==> src/rtl/serial_subtractor_4bit.sv <==
// Bit-serial subtractor: D = a - b - B_in, one bit per clock, LSB first.
// start/busy/done handshake; D and B_out update only on completion.
module serial_subtractor_4bit #(
   parameter int WIDTH = 4
) (
   input  logic             clk,
   input  logic             rst,
   input  logic             start,
   input  logic [WIDTH-1:0] a,
   input  logic [WIDTH-1:0] b,
   input  logic             B_in,
   output logic             busy,
   output logic             done,
   output logic [WIDTH-1:0] D,
   output logic             B_out
);

   localparam int CW = (WIDTH > 1) ? $clog2(WIDTH) : 1;

   typedef enum logic [1:0] {
      IDLE  = 2'd0,
      SHIFT = 2'd1,
      DONE  = 2'd2
   } state_t;

   state_t           r_state;
   state_t           w_state_nxt;
   logic [WIDTH-1:0] r_a;
   logic [WIDTH-1:0] r_b;
   logic             r_borrow;
   logic [CW-1:0]    r_cnt;
   logic [WIDTH-1:0] r_D;
   logic             r_Bout;

   logic             w_x;
   logic             w_y;
   logic             w_diff;
   logic             w_borrow_nxt;
   logic             w_last;
   logic             w_load;
   logic             w_step;

   assign w_x          = r_a[0];
   assign w_y          = r_b[0];
   assign w_diff       = w_x ^ w_y ^ r_borrow;
   assign w_borrow_nxt = (~w_x & w_y) | (~(w_x ^ w_y) & r_borrow);
   assign w_last       = (r_cnt == CW'(WIDTH - 1));

   always_ff @(posedge clk or posedge rst) begin
      if (rst) begin
         r_state <= IDLE;
      end else begin
         r_state <= w_state_nxt;
      end
   end

   always_comb begin
      w_state_nxt = r_state;
      w_load      = 1'b0;
      w_step      = 1'b0;
      unique case (r_state)
         IDLE: begin
            if (start) begin
               w_state_nxt = SHIFT;
               w_load      = 1'b1;
            end
         end
         SHIFT: begin
            w_step = 1'b1;
            if (w_last) begin
               w_state_nxt = DONE;
            end
         end
         DONE: begin
            if (start) begin
               w_state_nxt = SHIFT;
               w_load      = 1'b1;
            end else begin
               w_state_nxt = IDLE;
            end
         end
         default: w_state_nxt = IDLE;
      endcase
   end

   // r_a doubles as the result register: difference bits enter at the MSB
   // as minuend bits leave at the LSB.
   always_ff @(posedge clk or posedge rst) begin
      if (rst) begin
         r_a      <= '0;
         r_b      <= '0;
         r_borrow <= 1'b0;
         r_cnt    <= '0;
         r_D      <= '0;
         r_Bout   <= 1'b0;
      end else if (w_load) begin
         r_a      <= a;
         r_b      <= b;
         r_borrow <= B_in;
         r_cnt    <= '0;
      end else if (w_step) begin
         r_a      <= {w_diff, r_a[WIDTH-1:1]};
         r_b      <= {1'b0, r_b[WIDTH-1:1]};
         r_borrow <= w_borrow_nxt;
         r_cnt    <= r_cnt + 1'b1;
         if (w_last) begin
            r_D    <= {w_diff, r_a[WIDTH-1:1]};
            r_Bout <= w_borrow_nxt;
         end
      end
   end

   assign busy  = (r_state == SHIFT);
   assign done  = (r_state == DONE);
   assign D     = r_D;
   assign B_out = r_Bout;

endmodule

==> config.mk <==
export PLATFORM = sky130hd
export DESIGN_NAME = serial_subtractor_4bit
export DESIGN_NICKNAME = d
export VERILOG_FILES = /design/src/rtl/serial_subtractor_4bit.sv
export SDC_FILE = /design/constraint.sdc
export NUM_CORES = 1
export LEC_CHECK = 0
export CORE_MARGIN = 8
export CORE_UTILIZATION = 47
export CTS_CLUSTER_SIZE = 14
export DETAILED_ROUTE_END_ITERATION = 8
export PLACE_DENSITY = 0.76
export SYNTH_ARGS = -nofsm -noshare
export SYNTH_HDL_FRONTEND = slang
export SYNTH_SLANG_ARGS = --single-unit
export TNS_END_PERCENT = 5
==> constraint.sdc <==
create_clock -name clk -period 1.45 [get_ports clk]
set_input_delay 0.2175 -clock clk [delete_from_list [all_inputs] [get_ports clk]]
set_output_delay 0.2175 -clock clk [all_outputs]
set_load 0.03 [all_outputs]
Yosys cells after proc, flatten, opt, wreduce, memory -nomap -nowiden
Cells that the tools add are included.
- logic and storage cells: 41
- bits of input ports: 12
- output and inout bits: 7
- register bits: 18
- mux-type cells: 15
- bitwise logic cells: 8
- add/subtract/negate cells: 1
- reductions and logical operators: 5
- equality and inequality tests: 5
- operators by type and width (operator ; number):
    $mux W4 ; 4
    $mux W2 ; 4
    $mux W1 ; 6
    $pmux W2 S3 ; 1
    $eq A2 B2 Y1 const B ; 2
    $not A1 Y1 ; 3
    $reduce_and A3 Y1 ; 1
    $add A2 B1 Y2 const B ; 1
    $and A1 B1 Y1 ; 2
    $eq A2 B1 Y1 const B ; 1
    $logic_not A2 Y1 ; 1
    $ne A2 B1 Y1 const B ; 1
    $ne A2 B2 Y1 const B ; 1
    $reduce_and A2 Y1 ; 1
    $reduce_bool A2 Y1 ; 1
    $reduce_or A2 Y1 ; 1
    $xor A1 B1 Y1 ; 2
    $or A1 B1 Y1 ; 1

Longest topological paths before layout
Gate-level depths: netlist of the first run.
- depth after elaboration: 6
- depth in mapped cells: 5

Worst setup path before layout of the first run
Ideal clock, no wire load.
- path kind: register to register
- from: register r_a[0]
- to: register r_D[3] (netlist: D[3])
- buffers on the path: 0
- setup slack: 210 ps
- required time: 1325 ps
- cell stages (with the launch flop): 3
- data arrival time: 1116 ps
- clock period less this slack: 1240 ps
- library setup time: 125 ps
- path through: dfrtp_1 > fa_1 > mux2_2
- cells in the longest elaborated chain, start to end: 2
- RTL lines (item ; RTL line ; RTL):
    from (decl) ; 28 ; logic [WIDTH-1:0] r_a;
    from (signal assigned) ; 102 ; r_a <= {w_diff, r_a[WIDTH-1:1]};
    $xor A1 B1 Y1 (2 in a row) ; 45 ; assign w_diff = w_x ^ w_y ^ r_borrow;
    via w_diff ; 37 ; logic w_diff;
    to (signal assigned) ; 107 ; r_D <= {w_diff, r_a[WIDTH-1:1]};
    to (decl) ; 32 ; logic [WIDTH-1:0] r_D;
The timed path passes the listed nets, and every way through them passes these cells.
A chain may end at the register's enable or synchronous reset.

Worst setup path in the final report of the first run
- from: register r_state[1]
- to: output port busy
- cells in the longest elaborated chain, start to end: 1
- RTL lines (item ; RTL line ; RTL):
    from (decl) ; 26 ; state_t r_state;
    from (signal assigned) ; 53 ; r_state <= w_state_nxt;
    $eq A2 B1 Y1 ; 113 ; assign busy = (r_state == SHIFT);
    to (decl) ; 12 ; output logic busy,
No other way between the ends.

==> metrics.md, run 1 <==
| Metric | Value |
|---|---|
| Area contributors post-synth | `dfrtp_1, mux2_2, o22ai_1` |
| Fillers | `145` |
| Num ports | `19` |
| Kind of critical path | `flop to primary output` |
| Via count | `571` |
| Post-DP HPWL | `1170 µm` |
| Mapped cell area | `816 µm²` |
| Hold Buf Count CTS | `0` |
| Placer Congestion | `0.684` |
| Synthesized netlist net count | `82` |
| CTS tree | `yes` |
| DR WL/cell | `14.6 µm` |
| Bufs on Longest Clock Path | `2` |
| Post-synth top area share | `0.552` |
| PD cells | `2370 mW/mm²` |
| Grt ovf | `0` |
| Worst Path Required | `1230 ps` |
| Starting Density | `0.488` |
| Gr usage total | `0.106` |
| Compound-gate portion of the synthesized area | `0.129` |
| DR DRC count | `0` |
| Pre-antenna DRT Iters | `2` |
| Final worst-path cycle share | `0.948` |
| Relative slew slack | `0.767` |
| WL final | `1560 µm` |
| IO buf count | `18` |
| Crit path max fanout | `9` |
| Final hold violations | `0` |
| Initial antenna violation count | `0` |
| DRT iter0 DRCs | `4` |
| Commonest non-fill, non-tap cell in the layout | `dfrtp_1` |
| Vias per cell | `5.34` |
| Final Max Slew Viols | `0` |
| Synth cell types | `26` |
| RSZ-0062 raised after global routing | `false` |
| Die area | `0.00332 mm²` |
| Core box area | `0.00167 mm²` |
| Commonest non-fill, non-tap cells in the layout | `dfrtp_1, clkdlybuf4s50_1, nor2_1, o22ai_1` |
| Place WS | `26.1 ps` |
| Layout cells sized above 1 | `0.244` |
| Clk root buf | `clkbuf_4` |
| Critical Path Sink Type | `primary output` |
| Seq cells post-synth | `18` |
| Multiplexer share of the synthesized area | `0.0675` |
| Largest net degree at the start of global routing | `19` |
| Fmax achieved | `728 MHz` |
| Routed Antenna Nets | `0` |
| Row count | `15` |
| First-pass GRT wire length | `2810 µm` |
| Net count, final | `105` |
| Cts bufs inserted | `3` |
| Setup TNS | `0 ps` |
| Width of the die | `57.7 µm` |
| Area leader, netlist | `dfrtp_1` |
| Seq/Total Area, Yosys | `0.552` |
| CP arrival | `1160 ps` |
| Clk_skew | `4.97 ps` |
| Vias in the first global route | `621` |
| Mapped Cells | `68` |
| Tmin final | `1370 ps` |
| Largest family of logic cells by synthesized area | `simple AND/OR/NAND/NOR gates` |
| Layout area overhead | `28.5%` |
| CP startpoint kind | `flop` |
| Clock sink total | `18` |
| Post-Synth Simple-Gate Area | `0.141` |
| DIE HEIGHT | `57.7 µm` |
| Final WS setup | `75.8 ps` |
| P_leak | `0.463 nW` |
| Max-cap violations | `0` |
| Clock Latency Late Sink | `300 ps` |
| Worst slew pin tran | `350 ps` |
| XOR/XNOR Fraction of Synth Area | `0` |
| Syn avg cell area | `12.0 µm²` |
| Inserted Diodes | `0` |
| Final setup violating endpoints | `0` |
| Worst-path clk slew | `110 ps` |
| Synthesis Warnings | `0` |
| Area share of fa/ha/maj cells after synthesis | `0.0399` |
| Worst Hold Class | `input pin to async pin` |
| Status | `completed` |
| H-tree Lvls | `1` |
| VDD IR-drop max | `0.00128 V` |
## cell usage after synthesis (all sizes together)
library cell,count
dfrtp,18
nor2,7
o22ai,6
nor3,5
inv,4
mux2,4
o21ai,3
a21oi,2
a22o,2
buf,2
nand2b,2
nor2b,2
a211oi,1
a221oi,1
and2b,1
clkbuf,1
clkinv,1
fa,1
ha,1
mux2i,1
nand2,1
nand3,1
nand3b,1
## cells by family (layout without fill, tap and decap cells)
group / after synthesis / after routing
fa+ha+maj: 2 / 2
simple gates: 20 / 20
compound gates: 15 / 15
buf+inv: 8 / 30
mux: 5 / 5
flops: 18 / 18
## routing by layer
| layer | share of wire | vias to the layer above | GRT usage |
|---|---|---|---|
| met5 | 0 | - | 0 |
| met4 | 0.013 | 0 | 0.0524 |
| met3 | 0.070 | 2 | 0.0375 |
| met2 | 0.48 | 14 | 0.170 |
| met1 | 0.43 | 273 | 0.123 |
| li1 | - | 282 | - |
## final cells by class
class                           instances  area, µm²  share of cell area
Inverter                                5       31.3              0.0298
Clock buffer                            4       36.3              0.0346
Sequential cell                        18        452               0.431
Timing Repair Buffer                   21        195               0.186
Multi-Input combinational cell         42        313               0.298
Tap cell                               17       21.3              0.0203
## worst paths after layout
check | slack (ps) | start | to | cells after the start
setup / recovery | 80 | r_state[1] | busy | 3
hold / removal | 220 | rst | r_b[3] | 3
setup reg to reg | 160 | r_a[0] | D[3] | 2
hold reg to reg | 490 | B_out | B_out | 2
max in group asynchronous | 1020 | rst | r_state[0] | 3
min in group clk | 490 | B_out | B_out | 2
## report_power, final
group / internal [W] / switching (W) / leakage (nW)
sequential: 0.000756 / 0.000166 / 0.211
combinational: 0.000561 / 0.000684 / 0.231
clock: 0.000153 / 0.000163 / 0.0210
total: 0.00147 / 0.00101 / 0.463
## worst max-delay path, cell delays in order, from the launching register on
cell,delay (ps)
dfrtp_1,420
nand2b_4,210
clkinv_8,90
buf_6,140
## stage by stage
stage                     total power (W)  cells  utilization  hold slack [ps]  area (µm²)
after floorplan                   0.00185     68            -              156         816
after global placement            0.00214    102        0.599              463        1000
after detailed placement          0.00218    102        0.599              486        1000
after CTS                         0.00248    106        0.623              226        1040
after global routing              0.00267    107        0.628              245        1050
final                             0.00248    107        0.628              224        1050
## flip-flops by register name, summed over array words and instances (netlist names)
| register | cells |
|---|---|
| r_b | 4 |
| r_state | 2 |
| r_cnt | 2 |
| r_borrow | 1 |
| r_a | 4 |
| B_out | 1 |
| D | 4 |
## what timing repair did
action	in CTS	in global routing
setup endpoints to repair	6	1
buffers inserted	0	1
pin swaps	0	0
gates resized for setup	8	0
gates cloned	0	0
Note: power is estimated with default switching activity, not from simulation.
==> run 2: changes to the inputs <==
--- a/config.mk
+++ b/config.mk
@@ -5,11 +5,12 @@
 export SDC_FILE = /design/constraint.sdc
 export NUM_CORES = 1
 export LEC_CHECK = 0
+export ABC_AREA = 1
 export CORE_MARGIN = 8
-export CORE_UTILIZATION = 47
+export CORE_UTILIZATION = 45
 export CTS_CLUSTER_SIZE = 14
 export DETAILED_ROUTE_END_ITERATION = 8
-export PLACE_DENSITY = 0.76
+export PLACE_DENSITY = 0.73
 export SYNTH_ARGS = -nofsm -noshare
 export SYNTH_HDL_FRONTEND = slang
 export SYNTH_SLANG_ARGS = --single-unit
==> run 2 against run 1 <==
Register-to-register slack about the same. Design area up 2.4%. Count of clock-buffer cells in the layout unchanged. Die area up 5.7%.
==> metrics.md, run 2 <==
| Metric | Value |
|---|---|
| Via count | `689 (+21%)` |
| Gr usage total | `0.111 (+0.00471)` |
| Layout cells sized above 1 | `0.144 (-0.100)` |
| Vias per cell | `4.82 (-9.7%)` |
| Hold Buf Count CTS | `0 (unchanged)` |
| Largest net degree at the start of global routing | `19 (unchanged)` |
| Kind of critical path | `flop to primary output` |
| Worst Hold Class | `input pin to async pin` |
| Critical Path Sink Type | `primary output` |
| DRT iter0 DRCs | `25 (+21)` |
| Post-synth top area share | `0.534 (-0.0180)` |
| Syn avg cell area | `8.78 µm² (-27%)` |
| Pre-antenna DRT Iters | `4 (+2)` |
| RSZ-0062 raised after global routing | `false` |
| Width of the die | `59.3 µm (+2.8%)` |
| Synthesis Warnings | `0 (unchanged)` |
| Placer Congestion | `0.778 (+14%)` |
| DIE HEIGHT | `59.3 µm (+2.8%)` |
| Fmax achieved | `724 MHz (-0.49%)` |
| Fillers | `160 (+10%)` |
| Seq/Total Area, Yosys | `0.534 (-0.0180)` |
| H-tree Lvls | `1 (unchanged)` |
| Synth cell types | `14 (-46%)` |
| Routed Antenna Nets | `0 (unchanged)` |
| Commonest non-fill, non-tap cells in the layout | `nand2_1, nand3_1, dfrtp_1, clkdlybuf4s50_1, inv_1` |
| Mapped Cells | `96 (+41%)` |
| Layout area overhead | `27.3%` |
| Net count, final | `133 (+27%)` |
| Count leader, synth | `nand2_1` |
| R2r worst-path depth | `5 (+3)` |
| Status | `completed` |
| Final Max Slew Viols | `0 (unchanged)` |
| EDFF count, synth | `0 (unchanged)` |
| P_leak | `0.547 nW (+18%)` |
| Num ports | `19 (unchanged)` |
| Asr flop ratio synth | `1.00 (unchanged)` |
| Seq cells post-synth | `18 (unchanged)` |
| Clock Latency Late Sink | `290 ps (about the same)` |
| Mapped cell area | `843 µm² (+3.4%)` |
| Area leader, netlist | `dfrtp_1` |
| Worst R2R Start | `r_a[0]` |
| Crit path max fanout | `10 (+1)` |
| Multi-input gate area | `337 µm² (+7.6%)` |
| DR DRC count | `0 (unchanged)` |
| First-pass GRT wire length | `3000 µm (+6.9%)` |
| Clk_skew | `1.78 ps (-3.19 ps)` |
| Worst-path clk slew | `100 ps (about the same)` |
| VDD IR-drop max | `0.00102 V (-20%)` |
| Final worst-path cycle share | `0.952 (+0.00469)` |
| DR WL/cell | `11.9 µm (-18%)` |
| Post-DP HPWL | `1210 µm (+3.4%)` |
| Synthesized netlist net count | `110 (+34%)` |
| Max-cap violations | `0 (unchanged)` |
| Grt ovf | `0 (unchanged)` |
| Starting Density | `0.483 (-0.00524)` |
| Relative slew slack | `0.800 (+0.0335)` |
| Clk root buf | `clkbuf_4` |
| Worst slew pin tran | `298 ps (-51.3 ps)` |
| Setup TNS | `0 ps (unchanged)` |
| Primary FF master, synth | `dfrtp_1` |
| R2r endpoint | `r_a[3]` |
| CP startpoint kind | `flop` |
| Core box area | `0.00175 mm² (+4.5%)` |
| Final setup violating endpoints | `0 (unchanged)` |
| WL final | `1700 µm (+9.0%)` |
| Cts bufs inserted | `3 (unchanged)` |
| Reg area | `452 µm² (unchanged)` |
| Inserted Diodes | `0 (unchanged)` |
| Post-Layout Cell Count | `143 (+34%)` |
| Tmin final | `1380 ps (+6.79 ps)` |
| Synth cell count leaders | `nand2_1, nand3_1, dfrtp_1, inv_1, nand2_2` |
| Vias in the first global route | `679 (+9.3%)` |
| Commonest non-fill, non-tap cell in the layout | `nand2_1` |
| Final Core Density | `0.615 (-0.0127)` |
| PD cells | `2230 mW/mm² (-5.8%)` |
| Initial antenna violation count | `0 (unchanged)` |
| IO buf count | `18 (unchanged)` |
| Worst Path Required | `1230 ps (about the same)` |
| FF-to-FF setup slack | `150 ps (about the same)` |
| CP arrival | `1160 ps (about the same)` |
| Die area | `0.00352 mm² (+5.7%)` |
| Area contributors post-synth | `dfrtp_1, nand2_1, nand3_1` |
| Row count | `15 (unchanged)` |
| Bufs on Longest Clock Path | `2 (unchanged)` |
| CTS tree | `yes` |
| Clock sink total | `18 (unchanged)` |
| Final hold violations | `0 (unchanged)` |
| Dpl cells | `139 (+36%)` |
==> run 2: critical path: stages (launching register included) <==
cell and delay (ps):
dfrtp_2 430, inv_2 80, nor2_8 170, buf_4 190
==> run 2: worst max path at each step <==
| stage | from | to | cells after the start |
|---|---|---|---|
| after floorplan | r_a[0] | r_a[3] | 5 |
| after global routing | r_state[0] | busy | 3 |
| after CTS | r_state[0] | busy | 3 |
| after global placement | start | r_b[0] | 6 |
| final | r_state[0] | busy | 3 |
| after detailed placement | start | r_b[2] | 6 |
==> run 2: area by class of cell <==
cell class,count,share of cell area
repair buffers,20,0.171
multi-input cells,67,0.314
clock buffers,4,0.0338
well taps,25,0.0291
inverters,9,0.0315
flip-flops and latches,18,0.421
==> run 2: report_power, final <==
group / total [W] / internal, W / switching (W)
logic: 0.00117 / 0.000428 / 0.000743
registers: 0.000917 / 0.000749 / 0.000168
clock network: 0.000307 / 0.000153 / 0.000155
==> run 2: per-stage QoR <==
step,instance area (µm²),setup WS (ps),hold slack (ps),total power [W]
after floorplan,843,252,156,0.00180
after global placement,1040,123,455,0.00212
after detailed placement,1040,90.6,457,0.00214
after CTS,1070,9.54,227,0.00242
after global routing,1070,16.3,255,0.00260
final,1070,69.0,223,0.00240
==> run 2: metal layers <==
| metal | GRT usage | vias to the layer above | wire length, µm |
|---|---|---|---|
| li1 | - | 345 | - |
| met1 | 0.137 | 321 | 776 |
| met4 | 0.0410 | 0 | 15 |
| met2 | 0.166 | 21 | 778 |
| met3 | 0.0456 | 2 | 132 |
| met5 | 0 | - | 0 |
==> run 2: logic make-up after synthesis <==
group / share of synthesized area
adder cells (fa/ha/maj): 0.0386
buffers and inverters: 0.0668
flip-flops: 0.534
AO/OA/AOI/OAI: 0.0119
AND/OR/NAND/NOR: 0.349
==> run 2: repair_timing <==
| action | in CTS | in global routing |
|---|---|---|
| endpoints found under the setup margin | 5 | 1 |
| gates resized for setup | 5 | 1 |
| buffers inserted | 0 | 0 |
| hold endpoints to repair | 0 | 0 |
==> run 3: changes to the inputs <==
--- a/config.mk
+++ b/config.mk
@@ -10,7 +10,7 @@
 export CORE_UTILIZATION = 45
 export CTS_CLUSTER_SIZE = 14
 export DETAILED_ROUTE_END_ITERATION = 8
-export PLACE_DENSITY = 0.73
+export PLACE_DENSITY_LB_ADDON = 0.05
 export SYNTH_ARGS = -nofsm -noshare
 export SYNTH_HDL_FRONTEND = slang
 export SYNTH_SLANG_ARGS = --single-unit
==> run 3 against run 2 <==
Via count shrank 1.3%. Sequential share of layout area down 0.58 points. Design area up 1.4%. Non-clock buffer count rose by 2. Critical path depth is 1 lower. Critical endpoint unchanged. Largest power group unchanged. Highest routed layer unchanged.
==> metrics.md, run 3 (synthesis gave the netlist of run 2 again) <==
| Metric | Value |
|---|---|
| Reg area | `452 µm² (unchanged)` |
| DRT iter0 DRCs | `13 (-48%)` |
| Final worst-path cycle share | `0.945 (-0.00709)` |
| P_leak | `0.557 nW (+1.8%)` |
| Vias per cell | `4.69 (-2.7%)` |
| Setup TNS | `0 ps (unchanged)` |
| Grt ovf | `0 (unchanged)` |
| DR DRC count | `0 (unchanged)` |
| Layout area overhead | `29.1%` |
| Kind of critical path | `flop to primary output` |
| CP startpoint kind | `flop` |
| Commonest non-fill, non-tap cells in the layout | `nand2_1, nand3_1, dfrtp_1, clkdlybuf4s50_1, inv_1` |
| Vias in the first global route | `696 (+2.5%)` |
| Routed Antenna Nets | `0 (unchanged)` |
| Gr usage total | `0.115 (+0.00461)` |
| First-pass GRT wire length | `3080 µm (+2.5%)` |
| Largest net degree at the start of global routing | `19 (unchanged)` |
| Clk root buf | `clkbuf_4` |
| Worst slew pin tran | `301 ps (+2.25 ps)` |
| IO buf count | `18 (unchanged)` |
| Width of the die | `59.3 µm (unchanged)` |
| Row count | `15 (unchanged)` |
| Die area | `0.00352 mm² (unchanged)` |
| Max-cap violations | `0 (unchanged)` |
| Clock sink total | `18 (unchanged)` |
| CTS tree | `yes` |
| Net count, final | `135 (+1.5%)` |
| Num ports | `19 (unchanged)` |
| Hold Buf Count CTS | `0 (unchanged)` |
| Pre-antenna DRT Iters | `4 (unchanged)` |
| Initial antenna violation count | `0 (unchanged)` |
| Power Total | `0.00242 W (+0.98%)` |
| H-tree Lvls | `1 (unchanged)` |
| Worst Path Required | `1230 ps (about the same)` |
| Tmin final | `1370 ps (-10.3 ps)` |
| Fmax achieved | `730 MHz (+0.75%)` |
| DIE HEIGHT | `59.3 µm (unchanged)` |
| CP arrival | `1150 ps (about the same)` |
| Final hold violations | `0 (unchanged)` |
| Via count | `680 (-1.3%)` |
| Post-DP HPWL | `1300 µm (+7.3%)` |
| VDD IR-drop max | `0.00133 V (+30%)` |
| Crit path max fanout | `10 (unchanged)` |
| Inserted Diodes | `0 (unchanged)` |
| Multi-input gate area | `337 µm² (unchanged)` |
| Final setup violating endpoints | `0 (unchanged)` |
| PD cells | `2220 mW/mm² (-0.41%)` |
| DR WL/cell | `12.1 µm (+1.7%)` |
| Relative slew slack | `0.799 (-0.00150)` |
| Commonest non-fill, non-tap cell in the layout | `nand2_1` |
| Critical Path Sink Type | `primary output` |
| Cts bufs inserted | `3 (unchanged)` |
| Bufs on Longest Clock Path | `2 (unchanged)` |
| Placer Congestion | `0.735 (-5.6%)` |
| Clock Latency Late Sink | `290 ps (about the same)` |
| Status | `completed` |
| Clk_skew | `2.85 ps (+1.07 ps)` |
| Final Max Slew Viols | `0 (unchanged)` |
| FF-to-FF setup slack | `170 ps (+20 ps)` |
| RSZ-0062 raised after global routing | `false` |
| Fillers | `149 (-6.9%)` |
| Worst-path clk slew | `100 ps (about the same)` |
| WL final | `1760 µm (+3.2%)` |
| Starting Density | `0.483 (unchanged)` |
| Layout cells sized above 1 | `0.158 (+0.0143)` |
| Worst Hold Class | `input pin to async pin` |
| Core box area | `0.00175 mm² (unchanged)` |
[run 3: cell count changes in the layout (fill, tap and decap cells not counted), sizes merged]
| cell | delta |
|---|---|
| buf | +2 |
[run 3: layout make-up]
type                       instances  area share
clock buffer                       4      0.0333
inverter                           9      0.0310
multi-input combinational         67       0.309
sequential                        18       0.415
tap                               25      0.0287
timing repair buffer              22       0.183
[run 3: worst paths after layout]
check | to | start | cells after the start
worst max-delay path | busy | r_state[1] | 2
worst min-delay path | r_b[1] | rst | 3
worst max register to register | r_a[3] | r_a[0] | 5
worst min register to register | B_out | B_out | 2
max in group asynchronous | r_state[0] | rst | 3
min in group clk | r_b[3] | b[3] | 3
[run 3: report_power, final]
part / switching [W] / leakage, nW / total (W) / internal (W)
Clock: 0.000148 / 0.0210 / 0.000301 / 0.000153
Sequential: 0.000164 / 0.221 / 0.000913 / 0.000750
Combinational: 0.000757 / 0.315 / 0.00120 / 0.000448
[run 3: worst max-delay path, cell delays in order, from the launching register on]
cell,delay [ps]
dfrtp_1,460
nor2_8,210
buf_4,190
[run 3: routing by layer]
| metal | share of wire | wire [µm] | track usage |
|---|---|---|---|
| met5 | 0 | 0 | 0 |
| met1 | 0.43 | 750 | 0.128 |
| met4 | 0.0068 | 12 | 0.0614 |
| met3 | 0.073 | 128 | 0.0347 |
| met2 | 0.49 | 865 | 0.193 |
[run 3: metrics by stage]
step,hold slack (ps),setup slack (ps),area [µm²],std cells,util
after floorplan,156,252,843,96,-
after global placement,457,222,1050,140,0.601
after detailed placement,459,198,1050,140,0.601
after CTS,231,54.3,1080,144,0.619
after global routing,300,4.48,1090,145,0.624
final,228,79.3,1090,145,0.624
[run 3: repair_timing]
item                                    4_1_cts  5_1_grt
gates resized for setup                       6        0
endpoints found under the setup margin        6        1
endpoints found under the hold margin         0        0
buffers inserted                              0        1
